File: src/rtl/sparc_control_unit.sv
// sparc_control_unit: hard-wired control sequencer for the SPARC datapath.
// Sequences fetch, ALU, SETHI, CALL, Bicc, LD/ST word and trap entry.
// Optional macro CU_MFC_TIMEOUT_EN adds a memory-wait timeout that traps.
module sparc_control_unit #(
  parameter logic [5:0] ALU_OP_ADD   = 6'b000000,
  parameter logic [5:0] ALU_OP_SETHI = 6'b111111
`ifdef CU_MFC_TIMEOUT_EN
  , parameter int MFC_TIMEOUT = 16
`endif
) (
  input  logic        Clk,
  input  logic        Clr,
  input  logic [31:0] IR,
  input  logic [31:0] PSR,
  input  logic        MFC,
  input  logic        IntReq,
  output logic        IRE, MDRE, TBRE, nPCE, PCE, MARE, PSRE, RFE, WIME, tQE, ALUE,
  output logic        ClrPC, nPCClr, IRClr, tQClr,
  output logic        nPC_ADD, nPC_ADDSEL, TB_ADD, MFA, MOP_SEL, AOP_SEL, RA_SEL,
  output logic        DISP_SEL, BAUX, ttAUX, PSR_SEL, TBA_SEL, ET, PSR_SUPER, PSR_PREV_SUP,
  output logic [1:0]  nPC_SEL, ALU_SEL, CIN_SEL, RC_SEL, MAR_SEL, MDR_SEL,
  output logic [5:0]  OP1,
  output logic [5:0]  tQ_IN,
  output logic [4:0]  State,
  output logic        Error
);

  typedef enum logic [4:0] {
    S_RESET, S_FETCH0, S_FETCH1, S_FETCH2, S_DECODE,
    S_ALU, S_ALUCC, S_SETHI, S_CALL, S_BICC,
    S_LD0, S_LD1, S_LD2, S_ST0, S_ST1, S_ST2,
    S_ADV, S_TRAP0, S_TRAP1, S_TRAP2, S_TRAP3, S_ERROR
  } state_e;

  state_e state_q, state_d;
  logic   etBit, condBase, branchTaken, mfcTimeout;
  logic   unusedBits;

  assign etBit      = PSR[5];
  assign State      = state_q;
  assign unusedBits = ^{IR[29], IR[18:14], IR[12:0], PSR[31:24], PSR[19:8], PSR[6], PSR[4:0]};

  // Bicc condition: low three bits pick the test, bit 3 inverts it (0000 never, 1000 always)
  always_comb begin
    condBase = 1'b0;
    unique case (IR[27:25])
      3'b000: condBase = 1'b0;
      3'b001: condBase = PSR[22];
      3'b010: condBase = PSR[22] | (PSR[23] ^ PSR[21]);
      3'b011: condBase = PSR[23] ^ PSR[21];
      3'b100: condBase = PSR[20] | PSR[22];
      3'b101: condBase = PSR[20];
      3'b110: condBase = PSR[23];
      3'b111: condBase = PSR[21];
      default: condBase = 1'b0;
    endcase
    branchTaken = condBase ^ IR[28];
  end

`ifdef CU_MFC_TIMEOUT_EN
  logic [4:0] waitCnt_q, waitCnt_d;
  logic       inWait, enteringWait;

  assign inWait       = (state_q == S_FETCH1) || (state_q == S_LD1) || (state_q == S_ST2);
  assign enteringWait = (state_d != state_q) &&
                        ((state_d == S_FETCH1) || (state_d == S_LD1) || (state_d == S_ST2));
  assign mfcTimeout   = inWait && !MFC && (waitCnt_q == 5'(MFC_TIMEOUT));

  // Wait counter restarts on entry to a memory wait and counts cycles spent without MFC
  always_comb begin
    waitCnt_d = waitCnt_q;
    if (enteringWait)
      waitCnt_d = 5'd0;
    else if (inWait && !MFC)
      waitCnt_d = waitCnt_q + 5'd1;
  end

  // Wait counter register
  always_ff @(posedge Clk or negedge Clr) begin
    if (!Clr) waitCnt_q <= 5'd0;
    else      waitCnt_q <= waitCnt_d;
  end
`else
  assign mfcTimeout = 1'b0;
`endif

  // State register; a low Clr drops straight into RESET so no partial writes follow
  always_ff @(posedge Clk or negedge Clr) begin
    if (!Clr) state_q <= S_RESET;
    else      state_q <= state_d;
  end

  // Next-state and output decode; everything idle unless the current state claims it
  always_comb begin
    IRE = 1'b0; MDRE = 1'b0; TBRE = 1'b0; nPCE = 1'b0; PCE = 1'b0; MARE = 1'b0;
    PSRE = 1'b0; RFE = 1'b0; WIME = 1'b0; tQE = 1'b0; ALUE = 1'b0;
    ClrPC = 1'b1; nPCClr = 1'b1; IRClr = 1'b1; tQClr = 1'b1;
    nPC_ADD = 1'b0; nPC_ADDSEL = 1'b0; TB_ADD = 1'b0; MFA = 1'b0; MOP_SEL = 1'b0;
    AOP_SEL = 1'b0; RA_SEL = 1'b0; DISP_SEL = 1'b0; BAUX = 1'b0; ttAUX = 1'b0;
    PSR_SEL = 1'b0; TBA_SEL = 1'b0; ET = 1'b0; PSR_SUPER = 1'b0; PSR_PREV_SUP = 1'b0;
    nPC_SEL = 2'b00; ALU_SEL = 2'b00; CIN_SEL = 2'b00; RC_SEL = 2'b00;
    MAR_SEL = 2'b00; MDR_SEL = 2'b00; OP1 = 6'b000000; tQ_IN = 6'b000000;
    Error = 1'b0;
    state_d = state_q;

    unique case (state_q)
      S_RESET: begin
        ClrPC = 1'b0; nPCClr = 1'b0; IRClr = 1'b0; tQClr = 1'b0;
        state_d = S_FETCH0;
      end
      S_FETCH0: begin
        MAR_SEL = 2'b01; MARE = 1'b1;
        state_d = S_FETCH1;
      end
      S_FETCH1: begin
        MFA = 1'b1; MOP_SEL = 1'b1; OP1 = 6'b000000; MDR_SEL = 2'b00; MDRE = MFC;
        if (MFC) state_d = S_FETCH2;
        else if (mfcTimeout) begin
          tQ_IN[0] = 1'b1; tQE = 1'b1;
          state_d = etBit ? S_TRAP0 : S_ERROR;
        end
      end
      S_FETCH2: begin
        IRE = 1'b1;
        state_d = S_DECODE;
      end
      S_DECODE: begin
        if (IntReq && etBit) begin
          tQ_IN[2] = 1'b1; tQE = 1'b1;
          state_d = S_TRAP0;
        end else if (IR[31:30] == 2'b10) state_d = S_ALU;
        else if (IR[31:30] == 2'b01) state_d = S_CALL;
        else if (IR[31:30] == 2'b00 && IR[24:22] == 3'b100) state_d = S_SETHI;
        else if (IR[31:30] == 2'b00 && IR[24:22] == 3'b010) state_d = S_BICC;
        else if (IR[31:30] == 2'b11 && IR[24:19] == 6'b000000) state_d = S_LD0;
        else if (IR[31:30] == 2'b11 && IR[24:19] == 6'b000100) state_d = S_ST0;
        else begin
          tQ_IN[1] = 1'b1; tQE = 1'b1;
          state_d = etBit ? S_TRAP0 : S_ERROR;
        end
      end
      S_ALU, S_ALUCC: begin
        AOP_SEL = 1'b0; RA_SEL = 1'b0; ALU_SEL = IR[13] ? 2'b01 : 2'b00;
        CIN_SEL = 2'b10; RC_SEL = 2'b00;
        if (state_q == S_ALU) begin
          ALUE = 1'b1; RFE = 1'b1;
          state_d = IR[23] ? S_ALUCC : S_ADV;
        end else begin
          PSRE = 1'b1; PSR_SEL = 1'b0;
          state_d = S_ADV;
        end
      end
      S_SETHI: begin
        AOP_SEL = 1'b1; OP1 = ALU_OP_SETHI; ALU_SEL = 2'b11; ALUE = 1'b1;
        CIN_SEL = 2'b10; RC_SEL = 2'b00; RFE = 1'b1;
        state_d = S_ADV;
      end
      S_CALL: begin
        CIN_SEL = 2'b00; RC_SEL = 2'b11; RFE = 1'b1; BAUX = 1'b1; DISP_SEL = 1'b1;
        nPC_SEL = 2'b10; nPCE = 1'b1; PCE = 1'b1;
        state_d = S_FETCH0;
      end
      S_BICC: begin
        if (branchTaken) begin
          BAUX = 1'b1; DISP_SEL = 1'b0; nPC_SEL = 2'b10; nPCE = 1'b1; PCE = 1'b1;
          state_d = S_FETCH0;
        end else state_d = S_ADV;
      end
      S_LD0, S_ST0: begin
        AOP_SEL = 1'b1; OP1 = ALU_OP_ADD; ALU_SEL = IR[13] ? 2'b01 : 2'b00;
        ALUE = 1'b1; MAR_SEL = 2'b00; MARE = 1'b1;
        state_d = (state_q == S_LD0) ? S_LD1 : S_ST1;
      end
      S_LD1: begin
        MFA = 1'b1; MOP_SEL = 1'b0; MDR_SEL = 2'b00; MDRE = MFC;
        if (MFC) state_d = S_LD2;
        else if (mfcTimeout) begin
          tQ_IN[0] = 1'b1; tQE = 1'b1;
          state_d = etBit ? S_TRAP0 : S_ERROR;
        end
      end
      S_LD2: begin
        CIN_SEL = 2'b11; RC_SEL = 2'b00; RFE = 1'b1;
        state_d = S_ADV;
      end
      S_ST1: begin
        RA_SEL = 1'b1; MDR_SEL = 2'b01; MDRE = 1'b1;
        state_d = S_ST2;
      end
      S_ST2: begin
        MFA = 1'b1; MOP_SEL = 1'b0;
        if (MFC) state_d = S_ADV;
        else if (mfcTimeout) begin
          tQ_IN[0] = 1'b1; tQE = 1'b1;
          state_d = etBit ? S_TRAP0 : S_ERROR;
        end
      end
      S_ADV, S_TRAP3: begin
        PCE = 1'b1; nPCE = 1'b1; nPC_SEL = 2'b00; nPC_ADD = 1'b1; nPC_ADDSEL = 1'b0;
        state_d = S_FETCH0;
      end
      S_TRAP0: begin
        CIN_SEL = 2'b00; RC_SEL = 2'b10; RFE = 1'b1;
        state_d = S_TRAP1;
      end
      S_TRAP1: begin
        CIN_SEL = 2'b01; RC_SEL = 2'b01; RFE = 1'b1; TBRE = 1'b1; TBA_SEL = 1'b0; ttAUX = 1'b0;
        state_d = S_TRAP2;
      end
      S_TRAP2: begin
        PSR_SEL = 1'b1; ET = 1'b0; PSR_SUPER = 1'b1; PSR_PREV_SUP = PSR[7]; PSRE = 1'b1;
        nPC_SEL = 2'b01; nPCE = 1'b1; tQClr = 1'b0;
        state_d = S_TRAP3;
      end
      S_ERROR: begin
        Error = 1'b1;
        state_d = S_ERROR;
      end
      default: state_d = S_RESET;
    endcase
  end

endmodule

File: config.mk
export PLATFORM = sky130hd
export DESIGN_NAME = sparc_control_unit
export DESIGN_NICKNAME = d
export VERILOG_FILES = /design/src/rtl/sparc_control_unit.sv
export SDC_FILE = /design/constraint.sdc
export NUM_CORES = 1
export LEC_CHECK = 0
export ABC_CLOCK_PERIOD_IN_PS = 1880
export BUFFER_PORTS_ARGS = -buffer_cell sky130_fd_sc_hd__buf_2
export CORE_MARGIN = 2
export CORE_UTILIZATION = 33
export CTS_BUF_LIST = sky130_fd_sc_hd__clkbuf_4 sky130_fd_sc_hd__clkbuf_8
export CTS_CLUSTER_SIZE = 25
export DETAILED_ROUTE_END_ITERATION = 10
export PLACE_DENSITY = 0.78
export REMOVE_ABC_BUFFERS = 1
export SLEW_MARGIN = 20
export SYNTH_ARGS = -nofsm -noshare
export SYNTH_HDL_FRONTEND = slang
export SYNTH_SLANG_ARGS = --single-unit
File: constraint.sdc
create_clock -name Clk -period 1.88 [get_ports Clk]
set_input_delay 0.376 -clock Clk [delete_from_list [all_inputs] [get_ports Clk]]
set_output_delay 0.376 -clock Clk [all_outputs]
set_load 0.02 [all_outputs]
==> flow_summary.toml, run 1 <==
[pwr]
pwr-share-seq_pct = 8.1
p_comb_share_pct = 84.3
switchingPower_w = 0.00155
clockPowerShare_pct = 7.6
cellLeakagePower_nw = 1.13
cellPowerDensity_nw_per_um2 = 1280
internal_power_w = 0.00143
ir_drop_mv = 0.714
switching_share_pct = 52.1

[clock_network]
root_buffer = "clkbuf_8"
clk_pin_slew_ns = 0.04
clockBufferDepth = 2
cts_tree = "done"
cts_sinks = 5
cts_made_buffers = 3
insertion_delay_ns = 0.23
cts.htree.levels = 1

[critical_path]
cp_top_family = "compound AO/OA/AOI/OAI gates"
worstPathArrival_ns = 1.95
required_ns = 1.50
path_class = "in2out"
end_kind = "primary output"
crit_chain = "buf_8 -> xnor2_2 -> o21ai_1 -> a222oi_1 -> xnor2_1 -> o21a_1 -> or3_4 -> buf_6"
cp_max_fo = 3
critPathMaxStageDelay_ns = 0.43
r2r-end = "State[2]$_DFFE_PN0P_"
worst_path_max_delay_cell = "a222oi_1"
r2r_start = "State[3]$_DFFE_PN0P_"
cp-startpoint = "PSR[23]"
crit_buf_inv = 2
r2r_cells = 9
setup.worst_path.start_class = "input pin"
r2r_slack_ns = -0.01

[sta]
clock_skew_ns = 0.00352
tns_ns = -2.47
relSlewSlack_pct = 66.0
setup_slack_ns = -0.444
hold_ws_ns = 0.489
period_share_pct = 124
timing.final.crit_period_ns = 2.32
fmax_mhz = 430
drv_slew = 0
rsz0062_at_grt = "true"
finalSetupViolCount = 19
worst_pin_slew_ns = 0.504
final-hold-violation-count = 0

[yosys]
synth_area_leaders = "buf_4, nor2_1, dfrtp_1"
yosys.area.top_type = "buf_4"
seq_area_frac_synth_pct = 9.84
synth_edf_count = 0
syn_area_per_cell_um2 = 6.08
syn-cell-area_um2 = 1270
yosysUniqueCellTypes = 45
synth_top_cell_area_share_pct = 13.0
syn_inst = 209
yosys_register_bits = 5
async_flop_share_pct = 100
ys.warnings.count = 0
ys.flop_type = "dfrtp_1"
synthMostInstantiatedCell = "nor2_1"
synth_common_cells = "nor2_1, buf_4, a21oi_1, nand2_1, clkbuf_1"

[floorplan]
row_count = 22
die-height_um = 66.1
start_util_pct = 34.5
ios = 128
die-width_um = 66.1
core_um2 = 3690
dieArea_um2 = 4360

[finish]
n_antenna_cell = 0
nets = 373
instances_no_fill = 352
drive_above_1_share_pct = 54.6
areaGrowthSynthToFinish_pct = 83.8
largest_reg_flops = 5

[grt]
grt_pass1_vias = 1479
grt_overflow = 0
grt_pass1_wl_mm = 6.53
grt_max_degree = 17
antenna_found_initial = 0
grt_usage_pct = 19.0

[drt]
routed_wl_mm = 5.33
routedWlPerCell_um = 15.1
drc = 0
drt_iter0_drc = 126
ant_nets = 0
drtPass1Iterations = 4
viasPerCell = 5.35
routed-via-count = 1882

[outcome]
violations = "negative setup slack"
status = "finished with violations"

[placed_design]
port_buffers = 70
gp_congestion = 0.886
dp_cells = 327
dp_hpwl_mm = 3.11

[job]
maxCapViolations = 0

[worst_hold_path]
hold_class = "in2async"
-- worst reg2reg max path: stages (launching register included) --
cell     delay, ns
dfrtp_2       0.44
buf_6         0.15
buf_12        0.13
or2_4         0.28
buf_4         0.15
o41ai_2       0.22
nand2_1       0.11
nand2_2       0.11
o32a_1        0.15
nand2_1       0.05
-- how the worst max path moves through the flow --
stage / cells past startpoint / slack (ns) / end
finish: 8 / -0.44 / nPCE
global route: 8 / -0.48 / nPCE
CTS: 8 / -0.43 / nPCE
detailed placement: 8 / -0.50 / nPCE
global placement: 8 / -0.40 / nPCE
floorplan: 3 / -1.41 / ALU_SEL[1]
-- power groups by stage --
stage	registers (W)	logic, W	clock network, W
global placement	0.000203	0.00180	0
finish	0.000243	0.00252	0.000226
detailed placement	0.000203	0.00182	0
floorplan	0.000385	0.000911	0
CTS	0.000206	0.00196	0.000226
global route	0.000250	0.00266	0.000236
-- per-layer routing --
metal,share of wire [%],vias to the layer above,wire (µm),global-route usage [%]
li1,-,882,-,-
met5,0,-,0,0
met2,52,100,2770,34.3
met3,7.9,13,421,3.75
met1,38,887,2020,23.0
met4,2.0,0,105,4.34
-- cells by family after synthesis --
group / after synthesis / share of synthesized area, %
compound gates: 51 / 25.0
buf+inv: 41 / 20.2
mux: 2 / 1.57
simple gates: 102 / 38.3
flops: 5 / 9.84
other cells: 1 / 0.295
xor+xnor: 7 / 4.82
-- cell usage in the layout (no fill, tap or decap), types with 2 or more instances in the layout --
cell type | synthesis | routed
nand2b_1 | 9 | 4
nand3b_1 | 2 | 2
a31oi_1 | 5 | 4
nand2b_4 | 0 | 5
nor2_4 | 0 | 5
o22ai_1 | 4 | 4
nor2b_1 | 5 | 2
buf_4 | 22 | 42
nand2_2 | 0 | 2
o21a_1 | 2 | 2
or2_4 | 0 | 2
nor3_4 | 0 | 2
and2_1 | 3 | 3
xor2_1 | 2 | 2
nor2_1 | 35 | 25
clkbuf_8 | 1 | 3
a21oi_1 | 20 | 17
a211o_1 | 2 | 2
buf_6 | 1 | 23
dfrtp_2 | 0 | 4
buf_12 | 0 | 2
o21ai_1 | 1 | 3
nand3_1 | 7 | 6
nor2b_4 | 0 | 2
nor3_1 | 12 | 9
a21oi_2 | 0 | 3
nor2_2 | 0 | 5
o21ai_0 | 6 | 4
buf_8 | 0 | 2
mux2i_1 | 2 | 2
buf_2 | 1 | 46
conb_1 | 1 | 12
nand2_1 | 19 | 16
xnor2_1 | 5 | 3
-- final cells by class --
type	count	area (µm²)
Timing Repair Buffer	118	915
Fill cell	330	1350
Clock buffer	4	48.8
Sequential cell	5	130
Multi-Input combinational cell	174	1170
Tap cell	48	60.1
Inverter	3	12.5
-- stage by stage --
stage	cell area, µm²	setup slack (ns)	power, W	util, %
6_report	2340	-0.444	0.00299	63.3
2_1_floorplan	1070	-1.41	0.00130	-
4_1_cts	1880	-0.428	0.00239	51.0
5_1_grt	2340	-0.483	0.00315	63.3
3_3_place_gp	1690	-0.400	0.00200	45.9
3_5_place_dp	1690	-0.497	0.00202	45.9
-- what timing repair did --
action                     in CTS  in global routing
pin swaps                      11                 26
hold endpoints to repair        5                  0
setup buffers                   5                 16
resized for setup              29                 82
setup endpoints to repair      30                 37
gates cloned                    0                  1
hold buffers                    1                  0
Power figures use the tool's default switching activity.
==> inputs of run 2 (changes only) <==
CTS_BUF_LIST = unset   (was sky130_fd_sc_hd__clkbuf_4 sky130_fd_sc_hd__clkbuf_8)
RECOVER_POWER = 50   (was unset)
==> flow_summary.toml, run 2 (same netlist as run 1, synthesis figures left out) <==
[outcome]
status = "finished with violations"
violations = "negative setup slack"

[grt]
grt_pass1_wl_mm = 6.53
antenna_found_initial = 0
grt_overflow = 0
grt_usage_pct = 19.0
grt_pass1_vias = 1479
grt_max_degree = 17

[finish]
layout_commonest_cell = "buf_2"
final_cell_area_um2 = 2300
areaGrowthSynthToFinish_pct = 81.1
drive_above_1_share_pct = 52.3
final_cell_mix = "buf_2, buf_4, nor2_1"
final_util_pct = 62.4
n_antenna_cell = 0
nets = 373
largest_reg_flops = 5

[clock_network]
insertion_delay_ns = 0.23
root_buffer = "clkbuf_8"
clk_pin_slew_ns = 0.04
clockBufferDepth = 2
cts_sinks = 5
cts_tree = "done"
cts_made_buffers = 3
cts.htree.levels = 1

[floorplan]
row_count = 22
dieArea_um2 = 4360
die-height_um = 66.1
die-width_um = 66.1
start_util_pct = 34.5
core_um2 = 3690
ios = 128

[placed_design]
dp_hpwl_mm = 3.11
port_buffers = 70
placed_area_um2 = 1690
gp_congestion = 0.886
place_ws_ns = -0.497

[sta]
final-hold-violation-count = 0
rsz0062_at_grt = "true"
drv_slew = 0
hold_ws_ns = 0.494
relSlewSlack_pct = 66.0
worst_pin_slew_ns = 0.505
clock_skew_ns = 0.000523
period_share_pct = 124
finalSetupViolCount = 38
tns_ns = -4.43
timing.final.crit_period_ns = 2.32
fmax_mhz = 430
setup_slack_ns = -0.444

[critical_path]
setup.worst_path.start_class = "input pin"
cp_max_fo = 3
path_class = "in2out"
required_ns = 1.50
worstPathArrival_ns = 1.95
end_kind = "primary output"

[pwr]
cellPowerDensity_nw_per_um2 = 1270
p_comb_share_pct = 84.6
switching_share_pct = 52.9
cellLeakagePower_nw = 1.11
clockPowerShare_pct = 7.3
ir_drop_mv = 0.713
internal_power_w = 0.00138
pwr-share-seq_pct = 8.1
switchingPower_w = 0.00155

[job]
maxCapViolations = 0

[worst_hold_path]
hold_class = "in2reg"

[drt]
routed_wl_mm = 5.29
routed-via-count = 1892
drc = 0
ant_nets = 0
drtPass1Iterations = 5
routedWlPerCell_um = 15.0
viasPerCell = 5.38
drt_iter0_drc = 150
==> run 2: changes by cell type in the layout (fill, tap and decap cells not counted), sizes merged <==
| cell | delta |
|---|---|
| clkbuf | +4 |
| buf | -4 |
==> run 2: layout make-up <==
| class | instances | area (µm²) |
|---|---|---|
| Sequential cell | 5 | 128 |
| Fill cell | 335 | 1390 |
| Multi-Input combinational cell | 174 | 1160 |
| Inverter | 3 | 12.5 |
| Timing Repair Buffer | 118 | 897 |
| Clock buffer | 4 | 45.0 |
| Tap cell | 48 | 60.1 |
==> run 2: final timing paths <==
kind                                            from  slack, ns  cells after the start                   end
max in group asynchronous                        Clr       1.10                      2  State[0]$_DFFE_PN0P_
min in group asynchronous                        Clr       0.54                      2  State[1]$_DFFE_PN0P_
worst min-delay path                             MFC       0.49                      2  State[1]$_DFFE_PN0P_
worst min register to register  State[0]$_DFFE_PN0P_       0.83                      3  State[4]$_DFFE_PN0P_
worst max register to register  State[3]$_DFFE_PN0P_      -0.07                      9  State[2]$_DFFE_PN0P_
worst max-delay path                         PSR[23]      -0.44                      8                  nPCE
==> run 2: power by group through the flow <==
stage | Combinational, W | Sequential, W | Clock [W]
after CTS | 0.00196 | 0.000206 | 0.000211
final | 0.00247 | 0.000238 | 0.000214
after floorplan | 0.000911 | 0.000385 | 0
after global placement | 0.00180 | 0.000203 | 0
after detailed placement | 0.00182 | 0.000203 | 0
after global routing | 0.00262 | 0.000244 | 0.000221
==> run 2: repair_timing <==
| action | 4_1_cts | 5_1_grt |
|---|---|---|
| resized for setup | 29 | 82 |
| gates cloned | 0 | 1 |
| pin swaps | 11 | 26 |
| hold buffers | 1 | 0 |
| setup endpoints to repair | 30 | 37 |
| endpoints found under the hold margin | 5 | 0 |
| setup buffers | 5 | 16 |
==> run 2: metal layers <==
layer | share of wire [%] | global-route usage, % | vias up
li1 | - | - | 881
met1 | 39 | 23.0 | 893
met2 | 51 | 34.3 | 107
met3 | 7.8 | 3.75 | 11
met4 | 2.1 | 4.34 | 0
met5 | 0 | 0 | -
==> run 2: worst max-delay path, cell delays in order <==
cell	delay, ns
buf_8	0.10
xnor2_2	0.13
o21ai_1	0.07
a222oi_1	0.43
xnor2_1	0.15
o21a_1	0.21
or3_4	0.34
buf_6	0.14
==> run 2: per-stage QoR <==
step                      std cells  total power, W
after global placement          327         0.00200
after detailed placement        327         0.00202
after global routing            352         0.00309
after CTS                       336         0.00237
after floorplan                 182         0.00130
final                           352         0.00292
==> inputs of run 3 (changes only) <==
GPL_TIMING_DRIVEN = 0   (was unset)
==> flow_summary.toml, run 3 (same netlist as run 1, synthesis figures left out) <==
[job]
maxCapViolations = 0

[sta]
fmax_mhz = 448
clock_skew_ns = 0.00214
final-hold-violation-count = 0
finalSetupViolCount = 35
timing.final.crit_period_ns = 2.23
setup_slack_ns = -0.351
drv_slew = 0
period_share_pct = 119
rsz0062_at_grt = "true"

[drt]
routedWlPerCell_um = 17.8
ant_nets = 0
routed-via-count = 2049
drt_iter0_drc = 251
drc = 0
drtPass1Iterations = 5
routed_wl_mm = 6.38
viasPerCell = 5.72

[grt]
grt_pass1_vias = 1696
grt_overflow = 0
grt_pass1_wl_mm = 7.81
grt_usage_pct = 22.9
grt_max_degree = 15
antenna_found_initial = 0

[clock_network]
insertion_delay_ns = 0.23
clk_pin_slew_ns = 0.04
clockBufferDepth = 2
cts_tree = "done"
cts.htree.levels = 1
root_buffer = "clkbuf_8"
cts_made_buffers = 3
cts_sinks = 5

[placed_design]
port_buffers = 70
dp_hpwl_mm = 2.58
place_ws_ns = -0.754
gp_congestion = 0.868

[pwr]
cellLeakagePower_nw = 1.21
ir_drop_mv = 0.902
cellPowerDensity_nw_per_um2 = 1440

[floorplan]
core_um2 = 3690
die-height_um = 66.1
ios = 128
die-width_um = 66.1
start_util_pct = 34.5
dieArea_um2 = 4360
row_count = 22

[finish]
final_util_pct = 71.1
largest_reg_flops = 5
final_cell_mix = "buf_6, buf_4, buf_2"
multi_input_area_um2 = 1280
drive_above_1_share_pct = 60.0
nets = 379
num-fill-cells = 269
layout_commonest_cell = "buf_6"
n_antenna_cell = 0
areaGrowthSynthToFinish_pct = 106
regArea_um2 = 140

[worst_hold_path]
hold_class = "in2reg"

[critical_path]
path_class = "in2out"
setup.worst_path.start_class = "input pin"
r2r_slack_ns = 0.03
end_kind = "primary output"
required_ns = 1.50
worstPathArrival_ns = 1.86
cp_max_fo = 3

[outcome]
status = "finished with violations"
violations = "negative setup slack"
## run 3: cell types whose count changed in the layout (fill, tap and decap cells not counted), sizes merged
cell / before / now
buf: 111 / 119
clkbuf: 10 / 8
clkinvlp: 1 / 2
inv: 2 / 1
## run 3: per-layer routing
layer / up-vias / global-route usage (%) / part of all wire [%]
met5: - / 0 / 0
met4: 0 / 4.59 / 4.7
met3: 37 / 4.77 / 10
met2: 158 / 42.2 / 52
met1: 956 / 27.3 / 33
li1: 898 / - / -
## run 3: final cells by class
class | instances | area share, %
Sequential cell | 5 | 5.34
Tap cell | 48 | 2.29
Clock buffer | 4 | 1.72
Multi-Input combinational cell | 174 | 48.6
Inverter | 3 | 0.620
Timing Repair Buffer | 124 | 41.4
## run 3: power breakdown
| part | internal [W] | total [W] | leakage (nW) | switching (W) |
|---|---|---|---|---|
| registers | 0.000172 | 0.000277 | 0.0590 | 0.000105 |
| logic | 0.00157 | 0.00329 | 1.13 | 0.00172 |
| clock network | 0.000146 | 0.000209 | 0.0228 | 0.0000630 |
| total | 0.00189 | 0.00378 | 1.21 | 0.00189 |
## run 3: path summary, 6_finish.rpt
check	end	startpoint	cells after the start
max	nPCE	PSR[23]	8
min	State[1]$_DFFE_PN0P_	MFC	2
max reg2reg	State[1]$_DFFE_PN0P_	State[1]$_DFFE_PN0P_	7
min reg2reg	State[4]$_DFFE_PN0P_	State[4]$_DFFE_PN0P_	3
max in group asynchronous	State[1]$_DFFE_PN0P_	Clr	2
min in group asynchronous	State[3]$_DFFE_PN0P_	Clr	2
## run 3: critical path, cell delays in order
cell and delay, ns:
buf_8 0.10, xnor2_2 0.13, o21ai_1 0.07, a222oi_1 0.36
xnor2_1 0.14, o21a_1 0.21, or3_4 0.33, buf_6 0.14
## run 3: timing repair
item | CTS | global route
hold endpoints to repair | 5 | 0
gates resized for setup | 92 | 100
gates cloned | 0 | 1
hold buffers | 1 | 0
buffers inserted | 35 | 18
setup endpoints to repair | 48 | 42
pin swaps | 14 | 33
## run 3: through the flow
step | power, W | hold WS [ns] | instance area (µm²) | TNS (ns) | std cells
2_1_floorplan | 0.00130 | 0.0804 | 1070 | -16.58 | 182
3_3_place_gp | 0.00172 | 0.193 | 1480 | -9.78 | 300
3_5_place_dp | 0.00174 | 0.194 | 1480 | -10.01 | 300
4_1_cts | 0.00273 | 0.453 | 2110 | -2.23 | 340
5_1_grt | 0.00394 | 0.510 | 2620 | -6.51 | 358
6_report | 0.00378 | 0.499 | 2620 | -4.27 | 358
